## config.mk

```make
export PLATFORM = sky130hd
export DESIGN_NAME = clock_period_meter
export DESIGN_NICKNAME = d
export VERILOG_FILES = /design/src/rtl/clock_period_meter.sv
export SDC_FILE = /design/constraint.sdc
export NUM_CORES = 1
export LEC_CHECK = 0
export CORE_ASPECT_RATIO = 0.8
export CORE_MARGIN = 2
export CORE_UTILIZATION = 55
export DETAILED_ROUTE_END_ITERATION = 12
export HOLD_SLACK_MARGIN = 0.08
export MAX_ROUTING_LAYER = met4
export PLACE_DENSITY = 0.77
export SLEW_MARGIN = 20
export SYNTH_ARGS = -nofsm -noshare
export SYNTH_HDL_FRONTEND = slang
export SYNTH_SLANG_ARGS = --single-unit
```

## constraint.sdc

```tcl
create_clock -name clk_in -period 5.2 [get_ports clk_in]
set_input_delay 1.3 -clock clk_in [delete_from_list [all_inputs] [get_ports clk_in]]
set_output_delay 1.3 -clock clk_in [all_outputs]
set_load 0.05 [all_outputs]
```

## src/rtl/clock_period_meter.sv

```systemverilog
// Measures the averaged period of a slow asynchronous square wave in clk_in cycles.
// Latency: valid pulses one cycle after the rising edge that completes a 2^AVG_LOG2 average; no backpressure.
module clock_period_meter #(
  parameter int unsigned SYNC_STAGES = 2,
  parameter int unsigned AVG_LOG2    = 2,
  parameter logic [31:0] TIMEOUT     = 32'd100_000_000
) (
  input  logic        clk_in,
  input  logic        reset_n,
  input  logic        enable,
  input  logic        sig_in,
  output logic [31:0] period_out,
  output logic [31:0] divider_out,
  output logic        valid,
  output logic        locked,
  output logic        timeout
);

  localparam int unsigned ACC_W     = 32 + AVG_LOG2;
  localparam logic [4:0]  LAST_SAMP = 5'((1 << AVG_LOG2) - 1);

  typedef enum logic [1:0] {ST_IDLE, ST_ARM, ST_MEASURE, ST_TIMEOUT} state_e;

  state_e                 state_q, state_d;
  logic [SYNC_STAGES-1:0] sync_q, sync_d;
  logic                   prev_q, prev_d;
  logic [31:0]            cnt_q, cnt_d;
  logic [ACC_W-1:0]       acc_q, acc_d;
  logic [4:0]             nsamp_q, nsamp_d;
  logic [31:0]            period_q, period_d;
  logic [31:0]            divider_q, divider_d;
  logic                   valid_q, valid_d;
  logic                   locked_q, locked_d;
  logic                   timeout_q, timeout_d;

  logic                   rise_det;
  logic [31:0]            sample;
  logic [ACC_W-1:0]       sum;

  always_comb begin
    sync_d    = {sync_q[SYNC_STAGES-2:0], sig_in};
    prev_d    = sync_q[SYNC_STAGES-1];
    rise_det  = sync_q[SYNC_STAGES-1] & ~prev_q;
    sample    = cnt_q + 32'd1;
    sum       = acc_q + ACC_W'(sample);

    state_d   = state_q;
    cnt_d     = cnt_q;
    acc_d     = acc_q;
    nsamp_d   = nsamp_q;
    period_d  = period_q;
    divider_d = divider_q;
    valid_d   = 1'b0;
    locked_d  = locked_q;
    timeout_d = timeout_q;

    // Disable overrides any edge or completion in the same cycle; results hold.
    if (!enable) begin
      state_d   = ST_IDLE;
      cnt_d     = '0;
      acc_d     = '0;
      nsamp_d   = '0;
      locked_d  = 1'b0;
      timeout_d = 1'b0;
    end else begin
      unique case (state_q)
        ST_IDLE: state_d = ST_ARM;
        ST_ARM: begin
          if (rise_det) begin
            cnt_d   = '0;
            state_d = ST_MEASURE;
          end
        end
        ST_MEASURE: begin
          if (rise_det) begin
            cnt_d = '0;
            if (nsamp_q == LAST_SAMP) begin
              period_d  = 32'(sum >> AVG_LOG2);
              divider_d = 32'(sum >> (AVG_LOG2 + 1));
              valid_d   = 1'b1;
              locked_d  = 1'b1;
              acc_d     = '0;
              nsamp_d   = '0;
            end else begin
              acc_d   = sum;
              nsamp_d = nsamp_q + 5'd1;
            end
          end else if (cnt_q == TIMEOUT - 32'd1) begin
            state_d   = ST_TIMEOUT;
            cnt_d     = '0;
            acc_d     = '0;
            nsamp_d   = '0;
            period_d  = '0;
            divider_d = '0;
            locked_d  = 1'b0;
            timeout_d = 1'b1;
          end else begin
            cnt_d = cnt_q + 32'd1;
          end
        end
        ST_TIMEOUT: begin
          if (rise_det) begin
            cnt_d     = '0;
            timeout_d = 1'b0;
            state_d   = ST_MEASURE;
          end
        end
        default: state_d = ST_IDLE;
      endcase
    end
  end

  always_ff @(posedge clk_in or negedge reset_n) begin
    if (!reset_n) begin
      state_q   <= ST_IDLE;
      sync_q    <= '0;
      prev_q    <= 1'b0;
      cnt_q     <= '0;
      acc_q     <= '0;
      nsamp_q   <= '0;
      period_q  <= '0;
      divider_q <= '0;
      valid_q   <= 1'b0;
      locked_q  <= 1'b0;
      timeout_q <= 1'b0;
    end else begin
      state_q   <= state_d;
      sync_q    <= sync_d;
      prev_q    <= prev_d;
      cnt_q     <= cnt_d;
      acc_q     <= acc_d;
      nsamp_q   <= nsamp_d;
      period_q  <= period_d;
      divider_q <= divider_d;
      valid_q   <= valid_d;
      locked_q  <= locked_d;
      timeout_q <= timeout_d;
    end
  end

  assign period_out  = period_q;
  assign divider_out = divider_q;
  assign valid       = valid_q;
  assign locked      = locked_q;
  assign timeout     = timeout_q;

endmodule

```

==> impl_metrics.csv <==
group,metric,value,unit
hold_path,hp-start,"sync_q[0]",
synthesis,synth.yosys.seq_area_share,38.9,%
sta,tns,0,ps
routing,drt-initial-drc-count,718,
pwr,p_int,1.20,mW
cts,h-tree-depth,3,
pwr,peakVddDrop,0.272,mV
cts,cts_buffer_depth,2,
sta,max_freq,0.233,GHz
pwr,switchingPower,372,uW
pwr,p_seq_share,55.2,%
grt,grt.overflow.total,0,
cts,postCtsHoldBufs,0,
layout,final_core_util,62.1,%
layout,fin_nets,835,
die,die_x,131,um
synthesis,synth_seq_cells,111,
synthesis,ys.flop_type,"dfrtp_1",
synthesis,async_reset_ff_share,100,%
routing,vias,6023,
pwr,comb_power_share,3.9,%
sta,hold_viol,0,
critical_path,cp-start-kind,"register",
cts,clk_latency,360,ps
sta,whs,339,ps
grt,grt_pass1_wl,29800,um
place,portBuffers,69,
layout,multi_input_comb_area,3860,um^2
hold_path,hp-class,"register to register",
synthesis,synth.distinct_cells,67,
synthesis,syn-cell-area,7140,um^2
sta,grt_setup_unrepaired,"false",
routing,wirelength,18000,um
hold_path,hold_depth,0,
routing,ant_nets,0,
critical_path,end_kind,"register",
grt,antenna_found_initial,0,
synthesis,synthTopCellsByArea,"dfrtp_1 (39%), ha_1 (6.0%), a22o_1 (5.4%), nand2_1 (4.5%), xnor2_1 (4.4%)",
cts,root_buffer,"clkbuf_16",
cts,clkTransAtPathRegs,70,ps
cts,cts_resized,0,
layout,drive_above_1_share,6.24,%
synthesis,syn_nets,814,
sta,period_minus_slack,4300,ps
layout,area_growth,11.2,%
critical_path,critPathMaxFanout,10,
layout,register_area,2780,um^2
place,place_hpwl,13500,um
critical_path,regToRegSetupSlack,900,ps
pwr,clkPwrFrac,40.9,%
synthesis,synth_edf_count,0,
critical_path,crit_type,"register to register",
die,dieHeight,106,um
place,pre_cts_ws,943,ps
die,initial_utilization,55.8,%
routing,routedWlPerCell,18.5,um
synthesis,synthCells,775,
pwr,swShare,23.6,%
routing,avgViaCountPerCell,6.17,
pwr,power,1.57,mW
sta,worstMarginPinSlew,819,ps
die,core_area,12800,um^2
layout,antenna_cells,0,
critical_path,cp.required,5490,ps
critical_path,rr_worst_depth,14,
grt,track_usage,27.6,%
grt,grt_pass1_vias,5655,
critical_path,cp.arrival,4590,ps
sta,finalCritPeriodShare,82.7,%
sta,finalSetupViolCount,0,
die,die_area,13900,um^2
place,gp_congestion,0.955,
sta,fin_skew,10.5,ps
die,rows,37,
hold_path,whs_endpoint,"sync_q[1]",
cts,cts-buffers-inserted,9,
synthesis,yosys_warnings,0,
run,max-cap-violations,0,
layout,nFillCells,1101,
critical_path,r2r_end,"acc_q[32]",
sta,slew_headroom,45.4,%
layout,layout_commonest_cell,"dfrtp_1",
place,dp_cells,960,
die,ios,71,
routing,first_pass_iters,5,
synthesis,yosysTopAreaCell,"dfrtp_1",
outcome,status,"finished clean",
sta,setup_slack,901,ps
cts,clock_sinks,111,
grt,grt_max_degree,59,
synthesis,syn_avg_cell_area,9.21,um^2
pwr,p_leak,3.70,nW
layout,fin_area,7940,um^2
layout,instances_no_fill,976,
synthesis,synth_top_area_share,38.9,%
cts,cts_setup_buffers,0,
sta,slew_violations,0,
cts,cts_tree,"done",
pwr,power_density,198,nW/um^2
place,placed_area,7670,um^2
routing,route.detailed.drc,0,
layout,layout_common_cells,"dfrtp_1 (111), nand2_1 (85), clkdlybuf4s50_1 (68)",
critical_path,timing.rr.start,"cnt_q[5]",
## state kept, by name, indices dropped and copies added (netlist names)
signal	cells
nsamp_q	5
cnt_q	32
prev_q	1
timeout	1
sync_q	2
acc_q	34
valid	1
period_out	31
locked	1
state_q	2
divider_out	1
## power groups by stage
stage | Clock, mW | Combinational [mW] | Sequential [mW]
final | 0.644 | 0.0610 | 0.869
after global placement | 0 | 0.0597 | 0.886
after global routing | 0.696 | 0.0690 | 0.869
after detailed placement | 0 | 0.0619 | 0.886
after floorplan | 0 | 0.0303 | 0.886
after CTS | 0.658 | 0.0618 | 0.869
## layout make-up
| type | count | area share [%] |
|---|---|---|
| Clock inverter | 6 | 0.457 |
| Clock buffer | 10 | 2.89 |
| Timing Repair Buffer | 79 | 9.62 |
| Sequential cell | 111 | 35.0 |
| Inverter | 12 | 0.568 |
| Multi-Input combinational cell | 583 | 48.7 |
| Tap cell | 175 | 2.76 |
## layer usage
layer  GRT usage [%]  vias up  wire [um]  part of all wire, %
met5               -        -          0                    0
met4            6.91        0        217                  1.2
met3            5.82       17       1260                  7.0
met2            39.5      220       7830                   43
met1            40.0     2928       8740                   48
li1                -     2858          -                    -
## cell families after synthesis
kind of cell             count (synthesis)  synth area share, %
flip-flops                             111                 38.9
AO/OA/AOI/OAI                          254                 24.1
other                                    1               0.0526
AND/OR/NAND/NOR                        232                 16.2
adder cells (fa/ha/maj)                 35                 6.24
multiplexers                             1                0.140
XOR/XNOR                                60                 7.36
buffers and inverters                   81                 7.00
## critical path, cell delays in order (launching register included)
cell and delay (ps):
dfrtp_1 480, and3_1 310, nand4_1 170, nor2_2 310, and3_1 460, nand2_1 150
xnor2_1 160, ha_1 450, and3_1 250, nand2_1 80, or3_2 480, a31oi_1 300
nor2_1 140, or4_1 410, nand3_1 100
## synth_stat cells (3+ instances only)
cell type    n
and3_1      21
buf_2       15
a31oi_1     10
o21a_1       3
ha_1        34
buf_6        3
nand3_1     23
o21ai_0     62
a22o_1      44
o31ai_1     33
nor2_1      39
nand2b_1     5
a21o_1      18
o21ai_1      8
o21bai_1     4
clkbuf_1    13
buf_4       33
nor2b_1      3
a221o_1      4
or2_2        3
nand4_1     14
and4_1       5
nor2_2       3
xor2_1      24
nor3_1       7
clkbuf_8     3
inv_1       12
a21oi_1     47
xnor2_1     36
dfrtp_1    111
and2_1       6
nor4_1       3
nand2_1     85
## how the worst max path moves through the flow
stage               startpoint   endpoint  slack, ps  depth (start not counted)
floorplan            cnt_q[13]  acc_q[32]       1600                         17
global placement     cnt_q[13]  acc_q[32]       1050                         15
detailed placement   cnt_q[13]  acc_q[32]        940                         15
CTS                  cnt_q[13]  acc_q[32]        940                         15
global route          cnt_q[5]  acc_q[32]        650                         14
finish                cnt_q[5]  acc_q[32]        900                         14
(Power assumes the default switching activity.)
